## config.mk

```make
export PLATFORM = sky130hd
export DESIGN_NAME = hamming_secded_pipe
export DESIGN_NICKNAME = d
export VERILOG_FILES = /design/src/rtl/hamming_pkg.sv /design/src/rtl/hamming_syndrome.sv /design/src/rtl/hamming_secded_pipe.sv
export SDC_FILE = /design/constraint.sdc
export NUM_CORES = 1
export LEC_CHECK = 0
export ABC_AREA = 1
export CORE_MARGIN = 1.5
export CORE_UTILIZATION = 40
export CTS_CLUSTER_DIAMETER = 30
export DETAILED_ROUTE_END_ITERATION = 12
export SETUP_SLACK_MARGIN = 0.1
export SYNTH_ARGS = -nofsm -noshare
export SYNTH_HDL_FRONTEND = slang
export SYNTH_HIERARCHICAL = 1
export SYNTH_SLANG_ARGS = --single-unit
```

## constraint.sdc

```tcl
create_clock -name clk -period 7.1 [get_ports clk]
set_input_delay 2.13 -clock clk [delete_from_list [all_inputs] [get_ports clk]]
set_output_delay 2.13 -clock clk [all_outputs]
set_load 0.02 [all_outputs]
```

## src/rtl/hamming_pkg.sv

```systemverilog
// Shared SECDED helpers: Hamming geometry derived from the data width,
// plus the per-word mode encoding.
package hamming_pkg;

  localparam logic MODE_ENC = 1'b0;
  localparam logic MODE_DEC = 1'b1;

  // Smallest P with 2^P >= DATA_W + P + 1. Scanning downwards keeps the last (smallest) hit.
  function automatic int calc_p(input int dw);
    int p;
    p = 0;
    for (int k = 7; k >= 1; k--)
      if ((1 << k) >= dw + k + 1) p = k;
    return p;
  endfunction

  function automatic int calc_n(input int dw);
    return dw + calc_p(dw);
  endfunction

  function automatic int calc_cw(input int dw);
    return calc_n(dw) + 1;
  endfunction

endpackage

```

## src/rtl/hamming_syndrome.sv

```systemverilog
// Combinational syndrome (XOR of indices of set Hamming positions 1..N)
// and overall parity of the whole codeword.
module hamming_syndrome
  import hamming_pkg::*;
#(
  parameter int DATA_W = 11,
  localparam int P     = calc_p(DATA_W),
  localparam int N     = calc_n(DATA_W),
  localparam int CW    = calc_cw(DATA_W)
) (
  input  logic [CW-1:0] word_i,
  output logic [P-1:0]  syn_o,
  output logic          par_o
);

  always_comb begin
    syn_o = '0;
    for (int i = 1; i <= N; i++)
      if (word_i[i-1]) syn_o = syn_o ^ P'(i);
    par_o = ^word_i;
  end

endmodule

```

## src/rtl/hamming_secded_pipe.sv

```systemverilog
// Two-stage SECDED encoder/decoder with valid/ready flow control and
// saturating error counters. Mode rides along with each word.
module hamming_secded_pipe
  import hamming_pkg::*;
#(
  parameter int DATA_W = 11,
  parameter int CNT_W  = 16,
  localparam int P     = calc_p(DATA_W),
  localparam int N     = calc_n(DATA_W),
  localparam int CW    = calc_cw(DATA_W)
) (
  input  logic             clk,
  input  logic             rst,
  input  logic             mode,
  input  logic             in_valid,
  output logic             in_ready,
  input  logic [CW-1:0]    in_data,
  output logic             out_valid,
  input  logic             out_ready,
  output logic [CW-1:0]    out_data,
  output logic             out_err_single,
  output logic             out_err_double,
  input  logic             clr_cnt,
  output logic [CNT_W-1:0] cnt_single,
  output logic [CNT_W-1:0] cnt_double
);

  // Data bits fill non-power-of-2 positions in ascending order.
  function automatic logic [CW-1:0] scatter(input logic [DATA_W-1:0] d);
    logic [CW-1:0] w;
    int j;
    w = '0;
    j = 0;
    for (int pos = 1; pos <= N; pos++)
      if ((pos & (pos - 1)) != 0) begin
        w[pos-1] = d[j];
        j++;
      end
    return w;
  endfunction

  function automatic logic [DATA_W-1:0] gather(input logic [CW-1:0] w);
    logic [DATA_W-1:0] d;
    int j;
    d = '0;
    j = 0;
    for (int pos = 1; pos <= N; pos++)
      if ((pos & (pos - 1)) != 0) begin
        d[j] = w[pos-1];
        j++;
      end
    return d;
  endfunction

  logic [2:1]    vld_q;
  logic          s2_adv;
  logic          s1_mode_q;
  logic [CW-1:0] s1_word_q;
  logic [P-1:0]  s1_syn_q;
  logic          s1_par_q;

  logic [CW-1:0] syn_in;
  logic [P-1:0]  syn_c;
  logic          par_c;

  logic [CW-1:0] res_d, fix;
  logic          single_d, double_d;
  logic [CW-1:0] out_data_q;
  logic          single_q, double_q;
  logic [CNT_W-1:0] cnt_s_q, cnt_d_q;

  assign s2_adv   = !vld_q[2] || out_ready;
  assign in_ready = !vld_q[1] || s2_adv;

  // Encode reuses the syndrome unit: with parity slots zeroed, S is the parity vector.
  assign syn_in = (mode == MODE_DEC) ? in_data : scatter(in_data[DATA_W-1:0]);

  hamming_syndrome #(.DATA_W(DATA_W)) u_syn (
    .word_i (syn_in),
    .syn_o  (syn_c),
    .par_o  (par_c)
  );

  always_ff @(posedge clk) begin
    if (rst) begin
      vld_q[1]  <= 1'b0;
      s1_mode_q <= MODE_ENC;
      s1_word_q <= '0;
      s1_syn_q  <= '0;
      s1_par_q  <= 1'b0;
    end else if (in_ready) begin
      vld_q[1] <= in_valid;
      if (in_valid) begin
        s1_mode_q <= mode;
        s1_word_q <= syn_in;
        s1_syn_q  <= syn_c;
        s1_par_q  <= par_c;
      end
    end
  end

  always_comb begin
    fix      = s1_word_q;
    res_d    = '0;
    single_d = 1'b0;
    double_d = 1'b0;
    if (s1_mode_q == MODE_ENC) begin
      for (int k = 0; k < P; k++)
        fix[(1 << k) - 1] = s1_syn_q[k];
      fix[N] = ^fix[N-1:0];
      res_d  = fix;
    end else begin
      if (s1_par_q) begin
        if (s1_syn_q == '0) begin
          single_d = 1'b1;
        end else if (int'(s1_syn_q) <= N) begin
          fix[int'(s1_syn_q) - 1] = ~fix[int'(s1_syn_q) - 1];
          single_d = 1'b1;
        end else begin
          double_d = 1'b1;
        end
      end else if (s1_syn_q != '0) begin
        double_d = 1'b1;
      end
      res_d = CW'(gather(fix));
    end
  end

  always_ff @(posedge clk) begin
    if (rst) begin
      vld_q[2]   <= 1'b0;
      out_data_q <= '0;
      single_q   <= 1'b0;
      double_q   <= 1'b0;
    end else if (s2_adv) begin
      vld_q[2] <= vld_q[1];
      if (vld_q[1]) begin
        out_data_q <= res_d;
        single_q   <= single_d;
        double_q   <= double_d;
      end
    end
  end

  // Clear beats a same-cycle increment.
  always_ff @(posedge clk) begin
    if (rst || clr_cnt) begin
      cnt_s_q <= '0;
      cnt_d_q <= '0;
    end else if (vld_q[2] && out_ready) begin
      if (single_q && cnt_s_q != '1) cnt_s_q <= cnt_s_q + 1'b1;
      if (double_q && cnt_d_q != '1) cnt_d_q <= cnt_d_q + 1'b1;
    end
  end

  assign out_valid      = vld_q[2];
  assign out_data       = out_data_q;
  assign out_err_single = single_q;
  assign out_err_double = double_q;
  assign cnt_single     = cnt_s_q;
  assign cnt_double     = cnt_d_q;

endmodule

```

==> impl_metrics.csv, run 1 <==
group,metric,value,unit
global_route,grt_pass1_vias,4715,
worst_setup_path,r2r_slack,4.65,ns
worst_setup_path,path_buf_inv,3,
clock_network,cts_resized,0,
worst_setup_path,cp_common_cell,"clkdlybuf4s50_1",
logic_synthesis,yosys.area_share.adder,0.0173,
floorplan,die_area,0.0133,mm2
cells_and_area,synthToLayoutAreaGrowth,20.7,%
sta,finalCritPeriodShare,0.789,
logic_synthesis,synth-warning-count,6,
floorplan,io-pin-count,74,
logic_synthesis,async_flop_share,0,
pwr,pwr-share-seq,0.392,
clock_network,root_buffer,"clkbuf_16",
worst_setup_path,crit_fanout,3,
pwr,p_per_area,190,mW/mm2
drt,drc,0,
drt,firstDrtPassIters,5,
clock_network,clock_path_buffers,2,
floorplan,die_x,116,um
clock_network,cts_tree,"done",
pwr,sw_frac_of_total,0.332,
logic_synthesis,synth_edf_count,0,
sta,max_slew.worst_pin.slew,1.11,ns
clock_network,clkSlewWorstSetupHoldPaths,0.06,ns
drt,avgRoutedWirePerCell,12.6,um
drt,vias,5210,
logic_synthesis,synth_nets,851,
sta,slew_headroom,0.254,
logic_synthesis,ys_types,41,
cells_and_area,mostFrequentLayoutCell,"nand2_1",
drt,wl_met3,675,um
cells_and_area,finalCoreUtilization,0.503,
drt,drt-met1-wl,6570,um
clock_network,cts_sinks,74,
placed_design,port_buffers,73,
logic_synthesis,synthXorXnorAreaFrac,0.0689,
logic_synthesis,syn_inst,822,
cells_and_area,final_cell_count_no_fill,1051,
placed_design,dp_slack,1.49,ns
drt,detail-route-antenna-nets,0,
logic_synthesis,syn_area,0.00506,mm2
drt,routed_via_density,4.96,
drt,routed-wl-met2,5740,um
sta,drv_slew,0,
placed_design,dp_hpwl,9890,um
logic_synthesis,synth_top_flop_cell,"dfxtp_1",
global_route,grt_max_degree,37,
sta,finalSetupViolCount,0,
worst_setup_path,rr_worst_depth,9,
pwr,power.switching,0.000386,W
pwr,leakage,2.58,nW
clock_network,hold_buffers,0,
sta,fmax,179,MHz
pwr,internal_power,0.000777,W
pwr,clkPwrFrac,0.359,
clock_network,h-tree-depth,3,
cells_and_area,fin_nets,908,
clock_network,insertion_delay,0.34,ns
sta,worst_slack,1.50,ns
min_path,hp-class,"register to register",
cells_and_area,final_cell_mix,"284 x nand2_1, 84 x a21oi_1, 79 x inv_1",
floorplan,rows,40,
logic_synthesis,synth_top_family_by_area,"simple AND/OR/NAND/NOR gates",
cells_and_area,nFillCells,1250,
sta,rsz0062_at_grt,"false",
worst_setup_path,cp.depth,4,
drt,top_layer,"met4",
clock_network,post-cts-setup-buffers,0,
worst_setup_path,worstSetupStartpointType,"primary input",
min_path,hold-path-cell-count,2,
worst_setup_path,crit_chain,"clkdlybuf4s50_1 > inv_1 > nand3_1 > clkdlybuf4s50_1",
global_route,grt_usage,0.205,
worst_setup_path,max_stage_delay,0.63,ns
logic_synthesis,syn_avg_cell_area,6.16,um2
drt,drt_iter0_drc,348,
worst_setup_path,cp_slowest_cell,"clkdlybuf4s50_1",
worst_setup_path,cp.required,4.97,ns
logic_synthesis,ys_seq_area_frac,0.293,
cells_and_area,layout-drive-gt1-share,0.0532,
placed_design,gp_congestion,0.891,
clock_network,cts_buffers,9,
sta,finalClockSkew,0.00891,ns
drt,wl,13200,um
sta,tns,0,ns
logic_synthesis,ys_ff_latch,74,
worst_setup_path,crit_type,"primary input to primary output",
logic_synthesis,synth_compound_area_frac,0.147,
global_route,grt_overflow,0,
placed_design,dp.cells,1036,
worst_setup_path,critical_path.top_delay_family,"buffers and inverters",
floorplan,start_util,0.416,
global_route,grt_antenna_before_repair,0,
floorplan,die_y,116,um
job,cap_violations,0,
sta,layout_min_cycle_time,5.60,ns
pwr,worst_ir_drop_vdd,0.0686,mV
worst_setup_path,arrival,3.47,ns
floorplan,core,0.0122,mm2
sta,timing_hold_violations_final,0,
worst_setup_path,end_kind,"primary output",
pwr,combPwrFrac,0.250,
run_status,status,"completed",
cells_and_area,antenna_cells,0,
logic_synthesis,yosys.area_share.simple,0.366,
global_route,grt_first_pass_wirelength,22000,um
logic_synthesis,synth.mux.area_fraction,0.00667,
metal layers:
metal / track usage / vias to the layer above
li1: - / 2721
met1: 0.281 / 2339
met2: 0.324 / 133
met3: 0.0387 / 17
met4: 0.0691 / 0
met5: 0 / -
kinds of logic (layout without fill, tap and decap cells):
| kind of cell | Yosys count | after routing |
|---|---|---|
| xor+xnor | 39 | 39 |
| mux | 3 | 3 |
| fa+ha+maj | 7 | 7 |
| compound gates | 140 | 140 |
| buf+inv | 117 | 178 |
| flops | 74 | 74 |
| simple gates | 442 | 442 |
state kept, by name, indices dropped and copies added, names as in the netlist, 4 cells and up:
name,flops
cnt_double,16
cnt_single,16
out_data,16
s1_word_q,16
s1_syn_q,4
layout make-up:
cell class / count / area (um2) / share of cell area
clock inverters: 5 / 31.3 / 0.00512
repair buffers: 75 / 746 / 0.122
inverters: 88 / 335 / 0.0549
clock buffers: 10 / 239 / 0.0391
flip-flops and latches: 74 / 1480 / 0.242
multi-input cells: 631 / 3070 / 0.502
well taps: 168 / 210 / 0.0344
worst min-delay path, delay by kind of cell, from the launching register on:
family	cells	cell delay, ns
flops	1	0.31
simple gates	1	0.06
compound gates	1	0.05
stage by stage:
| step | cell area [um2] | total power [W] | hold slack (ns) |
|---|---|---|---|
| 2_1_floorplan | 5060 | 0.000685 | 0.469 |
| 3_3_place_gp | 5840 | 0.000745 | 0.458 |
| 3_5_place_dp | 5840 | 0.000751 | 0.458 |
| 4_1_cts | 6110 | 0.00117 | 0.468 |
| 5_1_grt | 6110 | 0.00123 | 0.485 |
| 6_report | 6110 | 0.00116 | 0.467 |
cells in the mapped netlist (2+ instances only):
| cell type | n | area [um2] |
|---|---|---|
| a211oi_1 | 3 | 22.5 |
| a21oi_1 | 84 | 420 |
| a21oi_2 | 4 | 35.0 |
| buf_2 | 3 | 15.0 |
| buf_6 | 8 | 90.1 |
| clkbuf_1 | 15 | 56.3 |
| dfxtp_1 | 74 | 1480 |
| ha_1 | 7 | 87.6 |
| inv_1 | 79 | 297 |
| inv_2 | 6 | 22.5 |
| inv_4 | 2 | 12.5 |
| mux2_2 | 3 | 33.8 |
| nand2_1 | 284 | 1070 |
| nand2_2 | 3 | 18.8 |
| nand2_4 | 2 | 22.5 |
| nand3_1 | 56 | 280 |
| nand3b_1 | 4 | 30.0 |
| nand4_1 | 3 | 18.8 |
| nor2_1 | 75 | 282 |
| nor3_1 | 5 | 25.0 |
| nor3_4 | 2 | 32.5 |
| o21ai_0 | 45 | 225 |
| xnor2_1 | 19 | 166 |
| xor2_1 | 19 | 166 |
power groups by stage:
stage          clock, W  combinational [W]  sequential [W]
2_1_floorplan         0           0.000223        0.000462
3_3_place_gp          0           0.000281        0.000464
6_report       0.000417           0.000290        0.000456
3_5_place_dp          0           0.000287        0.000464
5_1_grt        0.000445           0.000330        0.000458
4_1_cts        0.000428           0.000289        0.000455
worst paths after layout:
path | startpoint | end
worst max-delay path | out_ready | in_ready
worst min-delay path | out_data[14]$_SDFFE_PP0P_ | out_data[14]$_SDFFE_PP0P_
worst max register to register | s1_syn_q[0]$_SDFFE_PP0P_ | out_data[10]$_SDFFE_PP0P_
worst min register to register | out_data[14]$_SDFFE_PP0P_ | out_data[14]$_SDFFE_PP0P_
(Power assumes the default switching activity.)
==> run 2: changes to the inputs <==
==> constraint.sdc (replaced) <==
create_clock -name clk -period 4.5 [get_ports clk]
set_input_delay 1.35 -clock clk [delete_from_list [all_inputs] [get_ports clk]]
set_output_delay 1.35 -clock clk [all_outputs]
set_load 0.02 [all_outputs]
==> impl_metrics.csv, run 2 (synthesized netlist as in run 1, its figures left out) <==
group,metric,value,unit
floorplan,die_x,116,um
pwr,worst_ir_drop_vdd,0.131,mV
worst_setup_path,r2r_start,"s1_syn_q[0]$_SDFFE_PP0P_",
global_route,grt_overflow,0,
drt,vias,5233,
cells_and_area,finalCoreUtilization,0.511,
clock_network,clkSlewWorstSetupHoldPaths,0.05,ns
job,cap_violations,0,
drt,firstDrtPassIters,5,
placed_design,port_buffers,73,
floorplan,die_area,0.0133,mm2
sta,tns,0,ns
global_route,grt_max_degree,37,
clock_network,insertion_delay,0.34,ns
worst_setup_path,crit_path_end,"in_ready",
placed_design,dp.cells,1039,
clock_network,h-tree-depth,3,
clock_network,root_buffer,"clkbuf_16",
placed_design,dp_slack,0.451,ns
drt,detail-route-antenna-nets,0,
cells_and_area,antenna_cells,0,
worst_setup_path,crit_fanout,3,
sta,rsz0062_at_grt,"false",
worst_setup_path,worstSetupStartpointType,"primary input",
sta,slew_headroom,0.328,
run_status,status,"completed",
drt,avgRoutedWirePerCell,12.6,um
worst_setup_path,rr_worst_depth,9,
clock_network,cts_sinks,74,
placed_design,dp_hpwl,10000,um
clock_network,clock_path_buffers,2,
sta,layout_min_cycle_time,4.04,ns
global_route,grt_pass1_vias,4731,
drt,drt_iter0_drc,321,
placed_design,postPlaceCellArea,0.00586,mm2
clock_network,cts_resized,0,
sta,fmax,247,MHz
min_path,hp-class,"register to register",
floorplan,core,0.0122,mm2
drt,drc,0,
pwr,leakage,2.63,nW
global_route,grt_usage,0.207,
sta,finalSetupViolCount,0,
worst_setup_path,r2r_slack,2.11,ns
sta,finalClockSkew,0.00602,ns
pwr,p_per_area,325,mW/mm2
clock_network,cts_buffers,9,
drt,routed_via_density,4.96,
sta,finalCritPeriodShare,0.899,
worst_setup_path,crit_type,"primary input to primary output",
min_path,min_from,"out_data[14]$_SDFFE_PP0P_",
global_route,grt_antenna_before_repair,0,
floorplan,io-pin-count,74,
cells_and_area,final_cell_mix,"284 x nand2_1, 84 x a21oi_1, 79 x inv_1",
cells_and_area,synthToLayoutAreaGrowth,22.8,%
worst_setup_path,end_kind,"primary output",
floorplan,start_util,0.416,
drt,wl,13300,um
cells_and_area,layout-drive-gt1-share,0.0575,
placed_design,gp_congestion,0.907,
clock_network,post-cts-setup-buffers,0,
clock_network,cts_tree,"done",
sta,worst_slack,0.456,ns
cells_and_area,fin_area,0.00622,mm2
floorplan,rows,40,
sta,max_slew.worst_pin.slew,0.997,ns
cells_and_area,fin_nets,911,
floorplan,die_y,116,um
clock_network,hold_buffers,0,
worst_setup_path,arrival,2.69,ns
global_route,grt_first_pass_wirelength,22000,um
sta,drv_slew,0,
cells_and_area,final_cell_count_no_fill,1055,
sta,timing_hold_violations_final,0,
cells_and_area,mostFrequentLayoutCell,"nand2_1",
worst_setup_path,reg2reg_to,"out_data[10]$_SDFFE_PP0P_",
worst_setup_path,cp.required,3.15,ns
worst_setup_path,startpoint,"out_ready",
## run 2: worst min path at each step
| stage | endpoint | slack [ns] | depth (start not counted) |
|---|---|---|---|
| 2_1_floorplan | s1_word_q[1]$_SDFFE_PP0P_ | 0.47 | 2 |
| 3_3_place_gp | out_data[14]$_SDFFE_PP0P_ | 0.46 | 2 |
| 3_5_place_dp | out_data[14]$_SDFFE_PP0P_ | 0.46 | 2 |
| 4_1_cts | out_data[14]$_SDFFE_PP0P_ | 0.47 | 2 |
| 5_1_grt | out_data[14]$_SDFFE_PP0P_ | 0.48 | 2 |
| 6_report | out_data[14]$_SDFFE_PP0P_ | 0.47 | 2 |
## run 2: power breakdown
group          internal [W]  switching (W)
registers          0.000684      0.0000343
clock network      0.000558       0.000278
logic              0.000162       0.000303
## run 2: routing by layer
layer	GRT usage	wire, um
met5	0	0
met4	0.0831	257
met3	0.0439	717
met1	0.282	6480
met2	0.320	5840
## run 2: layout make-up
cell class	instances	area, um2
Clock buffer	10	239
Clock inverter	6	113
Fill cell	1252	5950
Inverter	88	335
Multi-Input combinational cell	631	3070
Sequential cell	74	1480
Tap cell	168	210
Timing Repair Buffer	78	768
## run 2: worst max-delay path, cell delays in order
cell and delay, ns:
clkdlybuf4s50_1 0.50, inv_1 0.06, nand3_1 0.14, clkdlybuf4s50_1 0.64
## run 2: stage by stage
step / hold slack, ns / power (W)
2_1_floorplan: 0.469 / 0.00108
3_3_place_gp: 0.459 / 0.00118
3_5_place_dp: 0.458 / 0.00119
4_1_cts: 0.466 / 0.00203
5_1_grt: 0.476 / 0.00213
6_report: 0.466 / 0.00202
==> run 3: changes to the inputs <==
--- a/config.mk
+++ b/config.mk
@@ -6,7 +6,6 @@
 export NUM_CORES = 1
 export LEC_CHECK = 0
 export ABC_AREA = 1
-export CORE_MARGIN = 1.5
 export CORE_UTILIZATION = 40
 export CTS_CLUSTER_DIAMETER = 30
 export DETAILED_ROUTE_END_ITERATION = 12
==> impl_metrics.csv, run 3 (synthesized netlist as in run 1, its figures left out) <==
group,metric,value,unit
drt,wl,13300,um
pwr,leakage,2.60,nW
cells_and_area,synthToLayoutAreaGrowth,21.8,%
min_path,min_from,"out_data[14]$_SDFFE_PP0P_",
worst_setup_path,end_kind,"primary output",
global_route,grt_pass1_vias,4612,
worst_setup_path,worstSetupStartpointType,"primary input",
min_path,hp-class,"register to register",
worst_setup_path,crit_type,"primary input to primary output",
clock_network,h-tree-depth,3,
drt,routed_via_density,4.90,
pwr,p_per_area,309,mW/mm2
pwr,worst_ir_drop_vdd,0.148,mV
clock_network,root_buffer,"clkbuf_16",
drt,firstDrtPassIters,5,
sta,timing_hold_violations_final,0,
worst_setup_path,path_buf_inv,3,
global_route,grt_usage,0.212,
global_route,grt_first_pass_wirelength,22100,um
placed_design,dp_slack,0.459,ns
sta,slew_headroom,0.349,
clock_network,cts_resized,0,
worst_setup_path,cp.required,3.15,ns
sta,rsz0062_at_grt,"false",
clock_network,clkSlewWorstSetupHoldPaths,0.05,ns
floorplan,rows,40,
sta,finalClockSkew,0.00757,ns
cells_and_area,antenna_cells,0,
global_route,grt_antenna_before_repair,0,
cells_and_area,layout-drive-gt1-share,0.0575,
sta,max_slew.worst_pin.slew,0.966,ns
worst_setup_path,crit_chain,"clkdlybuf4s50_1 > inv_1 > nand3_1 > clkdlybuf4s50_1",
global_route,grt_overflow,0,
worst_setup_path,arrival,2.66,ns
clock_network,cts_tree,"done",
drt,vias,5168,
cells_and_area,final_cell_count_no_fill,1055,
drt,avgRoutedWirePerCell,12.6,um
floorplan,die_y,115,um
worst_setup_path,r2r_start,"s1_syn_q[0]$_SDFFE_PP0P_",
sta,finalSetupViolCount,0,
placed_design,dp.cells,1039,
floorplan,core,0.0122,mm2
worst_setup_path,critical_path.top_delay_family,"buffers and inverters",
cells_and_area,fin_nets,911,
cells_and_area,mostFrequentLayoutCell,"nand2_1",
clock_network,cts_sinks,74,
clock_network,cts_buffers,9,
sta,drv_slew,0,
sta,fmax,249,MHz
sta,finalCritPeriodShare,0.891,
global_route,grt_max_degree,37,
worst_setup_path,startpoint,"out_ready",
sta,worst_slack,0.492,ns
clock_network,insertion_delay,0.34,ns
worst_setup_path,cp_common_cell,"clkdlybuf4s50_1",
worst_setup_path,crit_fanout,3,
clock_network,clock_path_buffers,2,
floorplan,die_area,0.0131,mm2
floorplan,die_x,115,um
sta,tns,0,ns
drt,detail-route-antenna-nets,0,
floorplan,start_util,0.416,
drt,drc,0,
drt,drt_iter0_drc,336,
run_status,status,"completed",
placed_design,dp_hpwl,10100,um
worst_setup_path,cp_slowest_cell,"clkdlybuf4s50_1",
sta,layout_min_cycle_time,4.01,ns
job,cap_violations,0,
cells_and_area,final_cell_mix,"284 x nand2_1, 84 x a21oi_1, 79 x inv_1",
clock_network,post-cts-setup-buffers,0,
worst_setup_path,max_stage_delay,0.64,ns
placed_design,port_buffers,73,
placed_design,gp_congestion,0.894,
floorplan,io-pin-count,74,
clock_network,hold_buffers,0,
run 3: layer usage:
layer  vias up  part of all wire  global-route usage
li1       2721                 -                   -
met1      2310              0.50               0.293
met2       124              0.44               0.333
met3        13             0.044              0.0360
met4         0             0.014              0.0719
met5         -                 0                   0
run 3: final timing paths:
path,slack (ns),depth (start not counted),end
setup / recovery,0.49,4,in_ready
hold / removal,0.47,2,out_data[14]$_SDFFE_PP0P_
setup reg to reg,2.07,9,out_data[10]$_SDFFE_PP0P_
hold reg to reg,0.47,2,out_data[14]$_SDFFE_PP0P_
run 3: worst reg2reg max path, stage by stage, from the launching register on:
cell and delay [ns]:
dfxtp_1 0.62, inv_4 0.17, ha_1 0.43, inv_1 0.19, nand3_1 0.11, nand3_1 0.09, nand3_1 0.31, nand3_1 0.21
nand2_1 0.09, a21oi_1 0.13
run 3: stage by stage:
| stage | power [W] | utilization | instance area, um2 | hold WS (ns) |
|---|---|---|---|---|
| floorplan | 0.00108 | - | 5060 | 0.469 |
| global placement | 0.00118 | 0.482 | 5860 | 0.459 |
| detailed placement | 0.00119 | 0.482 | 5860 | 0.459 |
| CTS | 0.00192 | 0.507 | 6170 | 0.468 |
| global route | 0.00202 | 0.507 | 6170 | 0.477 |
| finish | 0.00191 | 0.507 | 6170 | 0.467 |
run 3: cell type report:
| cell class | instances | area (um2) |
|---|---|---|
| well taps | 168 | 210 |
| multi-input cells | 631 | 3070 |
| repair buffers | 78 | 768 |
| clock inverters | 6 | 66.3 |
| inverters | 88 | 335 |
| fillers | 1272 | 5990 |
| clock buffers | 10 | 239 |
| flip-flops and latches | 74 | 1480 |
run 3: power by group:
part | internal, W | leakage, nW | switching (W)
clock | 0.000444 | 0.141 | 0.000281
sequential | 0.000683 | 0.604 | 0.0000348
combinational | 0.000162 | 1.86 | 0.000302
